## src/rtl/fifo_wr_arbiter.sv

```systemverilog
// fifo_wr_arbiter: round-robin burst arbiter onto one FIFO write port; ARB_STATS_EN adds per-requester accept counters
module fifo_wr_arbiter #(
  parameter int NUM_REQ    = 4,
  parameter int DATA_WIDTH = 8,
  parameter int MAX_BURST  = 4
) (
  input  logic                          clk,
  input  logic                          rst,
  input  logic [NUM_REQ-1:0]            req_valid,
  input  logic [NUM_REQ*DATA_WIDTH-1:0] req_data,
  output logic [NUM_REQ-1:0]            req_ready,
  input  logic                          fifo_full,
  output logic                          fifo_wr_en,
  output logic [DATA_WIDTH-1:0]         fifo_wr_data,
  output logic [$clog2(NUM_REQ)-1:0]    grant_id,
  output logic                          busy
`ifdef ARB_STATS_EN
  ,
  input  logic                          stat_clr,
  output logic [NUM_REQ*16-1:0]         stat_words
`endif
);
  localparam int GW = $clog2(NUM_REQ);
  localparam int BW = $clog2(MAX_BURST) + 1;
  typedef enum logic {IDLE, GRANT} state_t;
  state_t state, state_nxt;
  logic [GW-1:0] pick;
  logic [BW-1:0] burst_cnt;
  logic accept;
  function automatic logic [GW-1:0] wrap(input int v);
    return GW'(v % NUM_REQ);
  endfunction
  // search upward from the slot after the previous winner; lowest offset wins
  always_comb begin
    pick = grant_id;
    for (int k = NUM_REQ; k >= 1; k--)
      if (req_valid[wrap(int'(grant_id) + k)]) pick = wrap(int'(grant_id) + k);
  end
  // zero-latency handshake and write-port mux for the granted requester
  always_comb begin
    req_ready = '0;
    req_ready[grant_id] = (state == GRANT) && !fifo_full;
    accept = req_ready[grant_id] && req_valid[grant_id];
    fifo_wr_en = accept;
    fifo_wr_data = accept ? req_data[grant_id*DATA_WIDTH +: DATA_WIDTH] : '0;
    busy = state == GRANT;
  end
  // grant ends on the last word of a burst or when the owner idles with space available
  always_comb begin
    state_nxt = state == IDLE ? (|req_valid ? GRANT : IDLE)
              : (((accept && burst_cnt == BW'(MAX_BURST - 1)) || (!req_valid[grant_id] && !fifo_full)) ? IDLE : GRANT);
  end
  // state, winner and burst length registers
  always_ff @(posedge clk or posedge rst) begin
    if (rst) begin
      state <= IDLE;
      grant_id <= GW'(NUM_REQ - 1);
      burst_cnt <= '0;
    end else begin
      state <= state_nxt;
      if (state == IDLE && |req_valid) begin
        grant_id <= pick;
        burst_cnt <= '0;
      end else if (accept) burst_cnt <= burst_cnt + 1'b1;
    end
  end
`ifdef ARB_STATS_EN
  // saturating accepted-word counters; clear wins over increment
  always_ff @(posedge clk or posedge rst) begin
    if (rst) stat_words <= '0;
    else
      for (int i = 0; i < NUM_REQ; i++)
        if (stat_clr) stat_words[i*16 +: 16] <= '0;
        else if (req_ready[i] && req_valid[i] && stat_words[i*16 +: 16] != 16'hFFFF)
          stat_words[i*16 +: 16] <= stat_words[i*16 +: 16] + 16'd1;
  end
`endif
endmodule

```

## config.mk

```make
export PLATFORM = sky130hd
export DESIGN_NAME = fifo_wr_arbiter
export DESIGN_NICKNAME = d
export VERILOG_FILES = /design/src/rtl/fifo_wr_arbiter.sv
export SDC_FILE = /design/constraint.sdc
export NUM_CORES = 1
export LEC_CHECK = 0
export ABC_AREA = 1
export BUFFER_PORTS_ARGS = -buffer_cell sky130_fd_sc_hd__buf_2
export CORE_MARGIN = 2
export CORE_UTILIZATION = 43
export DETAILED_ROUTE_END_ITERATION = 12
export PLACE_DENSITY = 0.78
export RECOVER_POWER = 25
export SYNTH_ARGS = -nofsm -noshare
export SYNTH_HDL_FRONTEND = slang
export SYNTH_SLANG_ARGS = --single-unit
```

## constraint.sdc

```tcl
create_clock -name clk -period 2 [get_ports clk]
set_clock_uncertainty 0.05 [all_clocks]
set_input_delay 0 -clock clk [delete_from_list [all_inputs] [get_ports clk]]
set_output_delay 0 -clock clk [all_outputs]
set_load 0.02 [all_outputs]
```

# After elaboration in Yosys (flattened, before gate mapping)
# Index checks and enable logic that the tools add are counted.
[classes]
n_addsub = 5
n_mux = 24
n_reduce_logical = 13
n_bitwise = 2
n_eq_ne = 1
n_lt_le_gt_ge = 6
mul = 0
div = 0
shifts = 1
[ops]
columns = ["cell", "n"]
rows = [
  ["32-bit by 6-bit variable part select with 8-bit output", 1],
  ["2-bit by 3-bit less-than comparator with 1-bit output (second input constant)", 5],
  ["1-bit binary-select mux with 2-bit select", 6],
  ["1-bit two-way mux", 10],
  ["2-bit two-way mux", 4],
  ["8-bit two-way mux", 1],
  ["1-bit logical AND", 6],
  ["3-bit two-way mux", 2],
  ["2-bit by 1-bit adder with 2-bit output (second input constant)", 2],
  ["2-bit adder (second input constant)", 2],
  ["4-bit bitwise AND", 1],
  ["4-bit nonzero test", 1],
  ["4-bit OR reduction", 1],
  ["3-bit by 1-bit adder with 3-bit output (second input constant)", 1],
  ["3-bit by 2-bit equality test with 1-bit output (second input constant)", 1],
  ["1-bit demux with 2-bit select", 1],
  ["2-bit by 1-bit >= comparator with 1-bit output (second input constant)", 1],
  ["1-bit zero test", 2],
  ["2-bit AND reduction", 1],
  ["2-bit nonzero test", 1],
  ["1-bit logical OR", 1],
  ["1-bit NOT", 1],
]
[totals]
mem_bits_rw = 0
regBits = 6
latchBits = 0
out_inout_bits = 16
romBits = 0
mem_count = 0
word_cells = 55

# Logic depth before layout (Yosys ltp)
# Gate-level depths: netlist of run 1.
[depth]
word_depth = 12
ltp_mapped = 13
ltp_nobuf = 10

# Worst setup path before layout of run 1
# Ideal clock, no wire load.
[synth_path]
path_type = "reg-to-reg"
from = "reg grant_id[0]"
to = "reg burst_cnt[0]"
stages_incl_launch_ff = 14
arrival_time_ns = 1.865
setup_ns = 0.117
synth_period_minus_slack_ns = 2.032
required_time_ns = 1.833
setup_slack_ns = -0.032
path_cell_list = "dfstp_2 -> buf_6 -> inv_4 -> buf_6 -> buf_2 -> ha_1 -> nand3_1 -> nand2_1 -> nand3_1 -> nand2_1 -> nand2_2 -> inv_1 -> nand2_1 -> nand2_1"
[synth_via]
elab_chain_len = 9
elab_cells_between_ends = 12
cone_classes = "order compare: 2; mux: 6; bitwise: 1; reduce/logical: 3"
[synth_rtl]
columns = ["element", "line_no", "rtl"]
rows = [
  ["start: declaration", "15", "output logic [$clog2(NUM_REQ)-1:0] grant_id,"],
  ["start signal: assignment", "57", "grant_id <= GW'(NUM_REQ - 1);"],
  ["start signal: assignment", "62", "grant_id <= pick;"],
  ["2-bit by 3-bit less-than comparator with 1-bit output (implied by the code) or 2-bit by 1-bit >= comparator with 1-bit output (tied branches)", "42", "req_ready[grant_id] = (state == GRANT) && !fifo_full;"],
  ["1-bit logical AND", "42", ""],
  ["1-bit two-way mux (implied by the code)", "42", ""],
  ["1-bit demux with 2-bit select", "42", ""],
  ["4-bit bitwise AND (no source line)", "-", ""],
  ["1-bit binary-select mux with 2-bit select", "43", "accept = req_ready[grant_id] && req_valid[grant_id];"],
  ["1-bit two-way mux (implied by the code)", "43", ""],
  ["1-bit logical AND *", "43", ""],
  ["via fifo_wr_en", "13", "output logic fifo_wr_en,"],
  ["2-bit nonzero test (no source line) *", "-", ""],
  ["end signal: assignment", "64", "end else if (accept) burst_cnt <= burst_cnt + 1'b1;"],
  ["end: declaration", "28", "logic [BW-1:0] burst_cnt;"],
]
# The timed path passes the listed nets; every way through them passes the cells marked *. The select of a mux whose other input is x is not followed.
# A chain may end at the register's enable or synchronous reset.

# Final worst setup path of run 1
[layout_path]
from = "reg grant_id[0]"
to = "out fifo_wr_data[6]"
[layout_via]
elab_chain_len = 9
elab_cells_between_ends = 13
cone_classes = "order compare: 2; shift: 1; mux: 7; bitwise: 1; reduce/logical: 2"
[layout_rtl]
columns = ["element", "line_no", "rtl"]
rows = [
  ["2-bit by 3-bit less-than comparator with 1-bit output (implied by the code) or 2-bit by 1-bit >= comparator with 1-bit output (tied branches)", "42", ""],
  ["1-bit logical AND", "42", ""],
  ["1-bit two-way mux (implied by the code)", "42", ""],
  ["1-bit demux with 2-bit select", "42", ""],
  ["4-bit bitwise AND (no source line)", "-", ""],
  ["1-bit binary-select mux with 2-bit select", "43", ""],
  ["1-bit two-way mux (implied by the code)", "43", ""],
  ["1-bit logical AND", "43", ""],
  ["8-bit two-way mux *", "45", "fifo_wr_data = accept ? req_data[grant_id*DATA_WIDTH +: DATA_WIDTH] : '0;"],
  ["end: declaration", "14", "output logic [DATA_WIDTH-1:0] fifo_wr_data,"],
]
# Every way passes the cells marked *; elsewhere a longest branch is shown, timed or not. The select of a mux whose other input is x is not followed.

==> qor.yml, run 1 <==
synth:
  syn_inst: 164
  ys_seq_elements: 6
  synth.top_cell.area_share: 0.1543
  seq_area_frac_synth: 0.1651
  synth_top_area_cell: "nor2_1"
  syn_area_per_cell_um2: 5.638
  ys_warn_count: 0
  synth_area_um2: 924.6
  synth_cell_types: 19
  ys_top_cells_by_area: "nor2_1 (15%), nand2_1 (13%), dfrtp_1 (11%)"
  syn_nets: 209
die:
  boundaryPins: 55
  fp.dieW_um: 50.37
  core_um2: 2002
  die_h_um: 50.37
  num_rows: 16
  die-area_um2: 2537
  start_util: 0.4619
sta:
  max_slew_margin: 0.7796
  clock.fmax_mhz: 494.3
  setup_tns_ps: -52.34
  setup_viol: 3
  drv_slew: 0
  finalWorstPathRequiredPeriod_ps: 2023
  finalHoldViolCount: 0
  setup_ws_ps: -23.08
  worst_slew_pin_slew_ps: 327.1
  finalCritPeriodShare: 1.012
  grt_setup_unrepaired: "true"
cells_and_area:
  fin_util: 0.7144
  mostFrequentLayoutCell: "buf_2"
  finish.cell_count_without_fillers: 257
  fin_nets: 276
  area_growth_pct: 54.67
  final_cell_mix: "buf_2 (48), nor2_1 (38), nand2_1 (29), inv_1 (18), o21ai_0 (16)"
  n_antenna_cell: 0
  drive_gt1_frac: 0.4304
worst_setup_path:
  worstPathRequired_ps: 1950
  cp-start-kind: "flop"
  critical_path_peak_fanout: 7
  critPathCaptureType: "output pin"
  cp_data_arrival_time_ps: 1970
  reg2reg_from: "grant_id[0]$_DFFE_PP1P_"
  path_class: "flop to output pin"
  critPathLaunch: "grant_id[0]$_DFFE_PP1P_"
clock_network:
  cts.sinks: 6
  clockBufferDepth: 2
  clock-root-buffer: "clkbuf_4"
  cts_tree: "yes"
  clk_pin_slew_ps: 60
  cts_buffers: 3
  cts_max_level: 1
  clk_latency_ps: 260
flow_run:
  cap_violations: 0
outcome:
  outcome: "finished with violations"
  violations: "negative setup slack"
placement:
  pre_cts_ws_ps: 134.1
  dp_cells: 240
  dp_hpwl_mm: 1.996
  io_buffer_count: 54
  routabilityCongestion: 0.8540
global_route:
  grt_overflow: 0
  grt_pass1_wl_mm: 3.767
  grt_usage: 0.1888
  grt_pass1_vias: 949
  grt_antenna_before_repair: 0
  grt_max_degree: 26
power:
  total_power_w: 0.002098
  ir_worst_vdd_v: 0.0007949
  p_per_area_nw_per_um2: 1467
  power_leakage_nw: 0.8419
route:
  drt_iter0_drc: 14
  vias: 1243
  antenna_left: 0
  vias_per_cell: 4.837
  drt_wl_total_mm: 2.829
  post_drt_wl_per_cell_um: 11.01
  dr.pass1.iters: 4
  drc: 0
worst_hold_path:
  hold_class: "input port to flop"
  hold_start: "fifo_full"
==> synth_stat cells <==
master,instances
nor2_1,38
nand2_1,33
inv_1,19
nand3_1,17
o21ai_0,16
a21oi_1,8
ha_1,6
nand2_2,5
buf_6,4
dfrtp_1,4
buf_2,2
buf_4,2
dfstp_2,2
inv_2,2
nand3_2,2
a21oi_2,1
inv_4,1
nor3_1,1
o21ai_1,1
==> final cells by class <==
class | instances | area [µm²]
clock buffers | 4 | 26.28
fillers | 186 | 571.8
inverters | 22 | 95.09
multi-input cells | 128 | 696.9
flip-flops and latches | 6 | 152.6
well taps | 27 | 33.78
repair buffers | 69 | 419.2
repair inverters | 1 | 6.256
==> layer usage <==
metal,GRT usage,up-vias,wire length [µm]
li1,-,644,-
met1,0.2224,539,1150
met2,0.3575,55,1437
met3,0.008929,5,193
met4,0.06757,0,48
met5,0,-,0
==> path summary, 6_finish.rpt <==
kind | endpoint | slack [ps] | cells after the start
max reg2reg | burst_cnt[2]$_DFFE_PP0P_ | 20 | 12
min | busy$_DFF_PP0_ | 40 | 5
min in group asynchronous | burst_cnt[0]$_DFFE_PP0P_ | 140 | 3
max | fifo_wr_data[6] | -20 | 10
min reg2reg | burst_cnt[2]$_DFFE_PP0P_ | 460 | 2
max in group asynchronous | grant_id[0]$_DFFE_PP1P_ | 1500 | 3
==> sequential cells by signal, summed over array words and instances, names as in the netlist <==
signal	flops
busy	1
burst_cnt	3
grant_id	2
==> worst max-delay path, stage by stage (launching register included) <==
cell and delay (ps):
dfstp_2 630, buf_6 150, ha_4 120, nand3_2 90, nand2_2 90, nand3_2 60, nand2_2 90, nand2_4 80
buf_6 150, a21oi_2 100, buf_4 150
==> metrics by stage <==
stage / hold WS [ps] / area, µm²
final: 35.57 / 1430
after detailed placement: -127.3 / 1181
after global routing: 56.76 / 1430
after floorplan: -260.5 / 924.6
after global placement: -136.6 / 1181
after CTS: 41.83 / 1237
==> where the power goes <==
| part | switching, W | internal, W | total (W) |
|---|---|---|---|
| logic | 0.00100 | 0.000681 | 0.00168 |
| registers | 0.0000899 | 0.000193 | 0.000283 |
| clock network | 0.0000579 | 0.0000765 | 0.000134 |
| total | 0.00115 | 0.000950 | 0.00210 |
==> cell families after synthesis <==
kind of cell | share of synthesized area
AOI/OAI and AO/OA | 0.1448
adders and majority gates | 0.08119
buffers and inverters | 0.1678
DFF | 0.1651
and+or+nand+nor | 0.4411
==> repair_timing <==
action | 4_1_cts | 5_1_grt
gates cloned | 0 | 1
resized for setup | 1 | 33
pin swaps | 0 | 4
hold buffers | 1 | 0
hold endpoints to repair | 6 | 0
endpoints found under the setup margin | 9 | 9
buffers inserted | 2 | 9
Note: power is estimated with default switching activity, not from simulation.
==> run 2: changes to the inputs <==
- BUFFER_PORTS_ARGS: -buffer_cell sky130_fd_sc_hd__buf_2 -> -buffer_cell sky130_fd_sc_hd__clkbuf_2
==> run 2 against run 1 <==
Against the previous run: the flow now finishes without violations; power is 1.5% lower; critical path depth is 2 lower; via count is 1.1% lower; first-iteration DRC count is 86% higher; worst hold slack better by 30 ps; cell count is 2.3% lower; non-clock buffer count is 7 lower; register-to-register slack better by 270 ps; flip-flop and latch count stayed put; die area stayed put; fmax is 6.5% higher; largest power group unchanged; highest routed layer unchanged.
==> qor.yml, run 2 (same netlist as run 1, synthesis figures left out) <==
outcome:
  outcome: "complete, no violations"  # was finished with violations
placement:
  io_buffer_count: 54  # unchanged
  dp_hpwl_mm: 2.070  # was 1.996 mm
  routabilityCongestion: 0.8173  # was 0.8540
worst_setup_path:
  worstPathRequired_ps: 1950  # about the same
  reg2reg_from: "grant_id[1]$_DFFE_PP1P_"  # was grant_id[0]$_DFFE_PP1P_
  critPathLaunch: "grant_id[1]$_DFFE_PP1P_"  # was grant_id[0]$_DFFE_PP1P_
  critical_path_peak_fanout: 6  # was 7
  cp-start-kind: "flop"  # unchanged
  cp_data_arrival_time_ps: 1850  # was 1970 ps
  path_class: "flop to output pin"  # unchanged
  critPathCaptureType: "output pin"  # unchanged
global_route:
  grt.met1_usage: 0.2624  # was 0.2224
  grt_max_degree: 26  # unchanged
  grt_use_met3: 0.04762  # was 0.008929
  grt_pass1_wl_mm: 4.057  # was 3.767 mm
  grt_usage: 0.2005  # was 0.1888
  grt_use_met2: 0.3421  # was 0.3575
  grt_overflow: 0  # unchanged
  grt_antenna_before_repair: 0  # unchanged
  busiest_layer: "met2"  # unchanged
  grt_pass1_vias: 999  # was 949
sta:
  finalWorstPathRequiredPeriod_ps: 1900  # was 2023 ps
  worst_slew_pin_slew_ps: 327.9  # was 327.1 ps
  finalCritPeriodShare: 0.9499  # was 1.012
  clock.fmax_mhz: 526.4  # was 494.3 MHz
  hold_slack_ps: 65.13  # was 35.57 ps
  setup_tns_ps: 0  # was -52.34 ps
  max_slew_margin: 0.7791  # was 0.7796
  drv_slew: 0  # unchanged
  grt_setup_unrepaired: "false"  # was true
  finalHoldViolCount: 0  # unchanged
  setup_viol: 0  # was 3
clock_network:
  clk_pin_slew_ps: 50  # was 60 ps
  cts.sinks: 6  # unchanged
  clock-root-buffer: "clkbuf_4"  # unchanged
  cts_buffers: 3  # unchanged
  cts_max_level: 1  # unchanged
  clockBufferDepth: 2  # unchanged
  cts_tree: "yes"  # unchanged
  clk_latency_ps: 250  # was 260 ps
cells_and_area:
  area_growth_pct: 51.56  # was 54.67%
  drive_gt1_frac: 0.4241  # was 0.4304
  fin_nets: 270  # was 276
  fill_cells: 174  # was 186
  mostFrequentLayoutCell: "clkbuf_2"  # was buf_2
  largest-register: "burst_cnt"  # unchanged
  final_cell_mix: "clkbuf_2 (46), nor2_1 (38), nand2_1 (31), inv_1 (18), o21ai_0 (16)"  # was buf_2 (48), nor2_1 (38), nand2_1 (29), inv_1 (18), o21ai_0 (16)
  n_antenna_cell: 0  # unchanged
  largest_reg_flops: 3  # unchanged
die:
  fp.dieW_um: 50.37  # unchanged
  die_h_um: 50.37  # unchanged
  core_um2: 2002  # unchanged
  num_rows: 16  # unchanged
  die-area_um2: 2537  # unchanged
  boundaryPins: 55  # unchanged
  start_util: 0.4619  # unchanged
power:
  ir_worst_vdd_v: 0.0008025  # was 0.0007949 V
  p_per_area_nw_per_um2: 1476  # was 1467 nW/µm²
  power_leakage_nw: 0.8129  # was 0.8419 nW
route:
  post_drt_wl_per_cell_um: 11.17  # was 11.01 µm
  drt_wl_total_mm: 2.803  # was 2.829 mm
  vias: 1229  # was 1243
  dr.pass1.iters: 4  # unchanged
  drt_iter0_drc: 26  # was 14
  drc: 0  # unchanged
  antenna_left: 0  # unchanged
  vias_per_cell: 4.896  # was 4.837
worst_hold_path:
  hold_start: "fifo_full"  # unchanged
  hold_class: "input port to flop"  # unchanged
flow_run:
  cap_violations: 0  # unchanged
run 2: cell count changes in the layout (fill, tap and decap cells not counted), sizes merged:
cell and change:
buf -53, nand2 +1, clkbuf +46
run 2: final timing paths:
check | endpoint | slack (ps) | cells past startpoint
max | fifo_wr_data[6] | 100 | 8
min | busy$_DFF_PP0_ | 70 | 5
max in group asynchronous | grant_id[0]$_DFFE_PP1P_ | 1510 | 3
min reg2reg | burst_cnt[2]$_DFFE_PP0P_ | 450 | 2
max reg2reg | burst_cnt[1]$_DFFE_PP0P_ | 290 | 10
min in group asynchronous | burst_cnt[1]$_DFFE_PP0P_ | 140 | 3
run 2: routing by layer:
metal / vias to the layer above / wire (µm) / share of wire
li1: 638 / - / -
met1: 532 / 1236 / 0.44
met2: 57 / 1351 / 0.48
met3: 2 / 206 / 0.073
met4: 0 / 10 / 0.0036
met5: - / 0 / 0
run 2: layout make-up:
cell class                 count  area, µm²  share of cell area
timing repair buffer          62      361.6              0.2580
timing repair inverter         1      6.256            0.004464
clock buffer                   4      26.28             0.01875
inverter                      22      92.59             0.06607
tap                           27      33.78             0.02411
multi-input combinational    129      728.2              0.5196
sequential                     6      152.6              0.1089
run 2: worst max-delay path, stage by stage (launching register included):
cell     delay, ps
dfstp_2        620
ha_2           200
nand3_2         80
nand2_1         70
nand3_1        110
nand2_4        140
nand2_4         90
a21oi_1        110
buf_2          180
run 2: repair_timing:
item / CTS / global route
setup buffers: 0 / 4
gates cloned: 0 / 2
pin swaps: 0 / 6
hold buffers: 1 / 0
hold endpoints to repair: 6 / 0
setup endpoints to repair: 3 / 9
resized for setup: 1 / 42
run 2: report_power, final:
part	switching, W	internal (W)
combinational	0.00106	0.000619
sequential	0.0000683	0.000192
clock	0.0000483	0.0000759
total	0.00118	0.000887
run 2: stage by stage:
step	power [W]	instance area (µm²)	instances	setup slack, ps	utilization
detailed placement	0.001580	1181	240	172.0	0.5900
global route	0.002267	1401	251	0.3864	0.7000
finish	0.002068	1401	251	100.3	0.7000
CTS	0.001723	1222	245	42.63	0.6106
global placement	0.001554	1181	240	256.3	0.5900
floorplan	0.001321	924.6	164	26.69	-
==> run 3: changes to the inputs <==
- ABC_AREA: 1 -> default
- CORE_UTILIZATION: 43 -> 41
==> run 3 against run 2 <==
Against the previous run: the flow now finishes with violations (negative setup slack); critical path depth decreased by 3; sequential power decreased by 5%; cell area increased by 4.3%; clock power increased by 4%; power decreased by 8.7%; die area decreased by 5.1%; worst hold slack improved by 74 ps; core utilization increased by 5.3 points; register-to-register slack got worse by 330 ps.
==> qor.yml, run 3 <==
route:
  vias_per_cell: 5.278  # was 4.896
  drt_wl_total_mm: 2.620  # was 2.803 mm
  dr.pass1.iters: 8  # was 4
  post_drt_wl_per_cell_um: 14.89  # was 11.17 µm
  antenna_left: 0  # unchanged
  vias: 929  # was 1229
  drt_iter0_drc: 12  # was 26
  drc: 0  # unchanged
synth:
  seq_area_frac_synth: 0.1832  # was 0.1651
  ys.flop_type: "dfrtp_1"  # unchanged
  syn_nets: 122  # was 209
  async_flop_share: 1.000  # unchanged
  ys_seq_elements: 6  # unchanged
  synth-xor-area-share: 0.01051  # was 0
  synth_top_area_cell: "mux4_2"  # was nor2_1
  synthSimpleGateAreaFrac: 0.1922  # was 0.4411
  synth_compound_area_frac: 0.1051  # was 0.1448
  synth.top_cell.area_share: 0.3243  # was 0.1543
  muxShareOfSynthArea: 0.3483  # was 0
  syn_inst: 77  # was 164
  synth.most_common_cell: "mux4_2"  # was nor2_1
  syn_area_per_cell_um2: 10.82  # was 5.638 µm²
  ys_top_cells_by_area: "mux4_2 (32%), dfrtp_1 (12%), ha_1 (9.0%)"  # was nor2_1 (15%), nand2_1 (13%), dfrtp_1 (11%)
  synth_cell_types: 29  # was 19
  synth_edf_count: 0  # unchanged
  synth_area_um2: 833.3  # was 924.6 µm²
  synth_top_family_by_area: "multiplexers"  # was simple AND/OR/NAND/NOR gates
  yosys-top-cells-count: "mux4_2 (12), inv_1 (7), ha_1 (6), nor2b_1 (6)"  # was nor2_1 (38), nand2_1 (33), inv_1 (19)
  synth-adder-area-share: 0.09009  # was 0.08119
  ys_warn_count: 0  # unchanged
sta:
  finalCritPeriodShare: 1.058  # was 0.9499
  hold_slack_ps: 139.3  # was 65.13 ps
  finalHoldViolCount: 0  # unchanged
  grt_setup_unrepaired: "true"  # was false
  max_slew_margin: 0.7080  # was 0.7791
  finalWorstPathRequiredPeriod_ps: 2117  # was 1900 ps
  setup_viol: 10  # was 0
  setup_ws_ps: -116.6  # was 100.3 ps
  clock.fmax_mhz: 472.4  # was 526.4 MHz
  worst_slew_pin_slew_ps: 434.0  # was 327.9 ps
  drv_slew: 0  # unchanged
clock_network:
  clock-root-buffer: "clkbuf_4"  # unchanged
  clockBufferDepth: 2  # unchanged
  cts_tree: "yes"  # unchanged
  clk_latency_ps: 250  # about the same
  cts_max_level: 1  # unchanged
  cts.sinks: 6  # unchanged
  cts_buffers: 3  # unchanged
  clk_pin_slew_ps: 60  # was 50 ps
power:
  total_power_w: 0.001889  # was 0.002068 W
  ir_worst_vdd_v: 0.001038  # was 0.0008025 V
  power_leakage_nw: 0.6924  # was 0.8129 nW
  p_per_area_nw_per_um2: 1292  # was 1476 nW/µm²
cells_and_area:
  largest-register: "burst_cnt"  # unchanged
  fill_cells: 142  # was 174
  drive_gt1_frac: 0.7315  # was 0.4241
  mostFrequentLayoutCell: "clkbuf_2"  # unchanged
  n_antenna_cell: 0  # unchanged
  regArea_um2: 152.6  # unchanged
  largest_reg_flops: 3  # unchanged
  area_growth_pct: 75.38  # was 51.56%
  final_cell_mix: "clkbuf_2 (45), buf_4 (16), mux4_2 (12)"  # was clkbuf_2 (46), nor2_1 (38), nand2_1 (31), inv_1 (18), o21ai_0 (16)
  fin_nets: 195  # was 270
  multi_input_comb_area_um2: 721.9  # was 728.2 µm²
die:
  num_rows: 16  # unchanged
  start_util: 0.4291  # was 0.4619
  boundaryPins: 55  # unchanged
  die-area_um2: 2409  # was 2537 µm²
  core_um2: 1942  # was 2002 µm²
  fp.dieW_um: 49.08  # was 50.37 µm
  die_h_um: 49.08  # was 50.37 µm
worst_setup_path:
  r2r_slack_ps: -40  # was 290 ps
  critPathCaptureType: "output pin"  # unchanged
  worstPathRequired_ps: 1950  # about the same
  cp_data_arrival_time_ps: 2070  # was 1850 ps
  cp-start-kind: "flop"  # unchanged
  critPathLaunch: "grant_id[0]$_DFFE_PP1P_"  # was grant_id[1]$_DFFE_PP1P_
  timing.rr.end: "grant_id[0]$_DFFE_PP1P_"  # was burst_cnt[1]$_DFFE_PP0P_
  critical_path_peak_fanout: 5  # was 6
  ff2ff_path_depth: 7  # was 10
  reg2reg_from: "grant_id[0]$_DFFE_PP1P_"  # was grant_id[1]$_DFFE_PP1P_
  path_class: "flop to output pin"  # unchanged
outcome:
  violations: "negative setup slack"
  outcome: "finished with violations"  # was complete, no violations
global_route:
  grt_antenna_before_repair: 0  # unchanged
  grt_pass1_vias: 913  # was 999
  grt_max_degree: 17  # was 26
  grt_overflow: 0  # unchanged
  grt_pass1_wl_mm: 4.050  # was 4.057 mm
  grt_usage: 0.2165  # was 0.2005
flow_run:
  cap_violations: 0  # unchanged
placement:
  routabilityCongestion: 0.8185  # was 0.8173
  io_buffer_count: 54  # unchanged
  dp_hpwl_mm: 1.828  # was 2.070 mm
worst_hold_path:
  hold_class: "input port to asynchronous set/reset pin"  # was input port to flop
-- run 3: cell count changes after synthesis, moves of 3 or more --
cell | before | now
o211ai_1 | 0 | 3
and2b_1 | 0 | 3
nor2b_1 | 0 | 6
inv_1 | 19 | 7
and2_1 | 0 | 4
o21ai_0 | 16 | 2
mux4_2 | 0 | 12
nand3_1 | 17 | 4
nor2_1 | 38 | 1
nand2_2 | 5 | 0
a21oi_1 | 8 | 0
nand2_1 | 33 | 3
-- run 3: repair_timing --
item | CTS | global route
cloned | 0 | 0
pin swaps | 1 | 4
setup endpoints to repair | 9 | 14
buffers inserted | 5 | 7
hold buffers | 2 | 0
endpoints found under the hold margin | 7 | 0
gates resized for setup | 12 | 28
-- run 3: worst max path at each step --
stage                                     endpoint  slack [ps]  cells after the start
after floorplan           burst_cnt[0]$_DFFE_PP0P_         -80                      9
after global placement             fifo_wr_data[3]          70                      6
after detailed placement           fifo_wr_data[3]          30                      6
after CTS                          fifo_wr_data[3]        -190                      6
after global routing               fifo_wr_data[3]        -180                      6
final                              fifo_wr_data[3]        -120                      5
-- run 3: cell type report --
| cell class | instances | share of cell area |
|---|---|---|
| multi-input cells | 60 | 0.4940 |
| repair buffers | 72 | 0.3356 |
| flip-flops and latches | 6 | 0.1045 |
| inverters | 7 | 0.02483 |
| well taps | 27 | 0.02312 |
| clock buffers | 4 | 0.01798 |
-- run 3: routing by layer --
layer,wire (µm),part of all wire,vias to the layer above,global-route usage
li1,-,-,444,-
met3,60,0.023,2,0.04908
met2,1592,0.61,19,0.3964
met5,0,0,-,0
met4,14,0.0053,0,0.04286
met1,952,0.36,464,0.2570
-- run 3: logic make-up (layout without fill, tap and decap cells) --
kind of cell	count (synthesis)	after routing
and+or+nand+nor	27	27
muxes	14	14
AOI/OAI and AO/OA	12	12
buffers and inverters	11	83
adders and majority gates	6	6
DFF	6	6
xor gates and xnor gates	1	1
-- run 3: power by group --
part,internal [W],switching [W],leakage [nW]
clock network,0.0000761,0.0000525,0.0150
logic,0.000844,0.000668,0.604
registers,0.000182,0.0000664,0.0735
-- run 3: critical path: stages, from the launching register on --
cell and delay (ps):
dfstp_2 620, buf_4 160, mux4_2 540, nand3_4 140, and2b_2 240, buf_8 130
-- run 3: stage by stage --
step / worst slack, ps / std cells / utilization / area [µm²] / setup TNS [ps]
2_1_floorplan: -81.02 / 77 / - / 927.1 / -358.2
3_3_place_gp: 66.01 / 159 / 0.6321 / 1227 / 0
3_5_place_dp: 30.45 / 159 / 0.6321 / 1227 / 0
4_1_cts: -188.0 / 170 / 0.6946 / 1349 / -1231
5_1_grt: -179.3 / 176 / 0.7526 / 1461 / -1561
6_report: -116.6 / 176 / 0.7526 / 1461 / -736.8
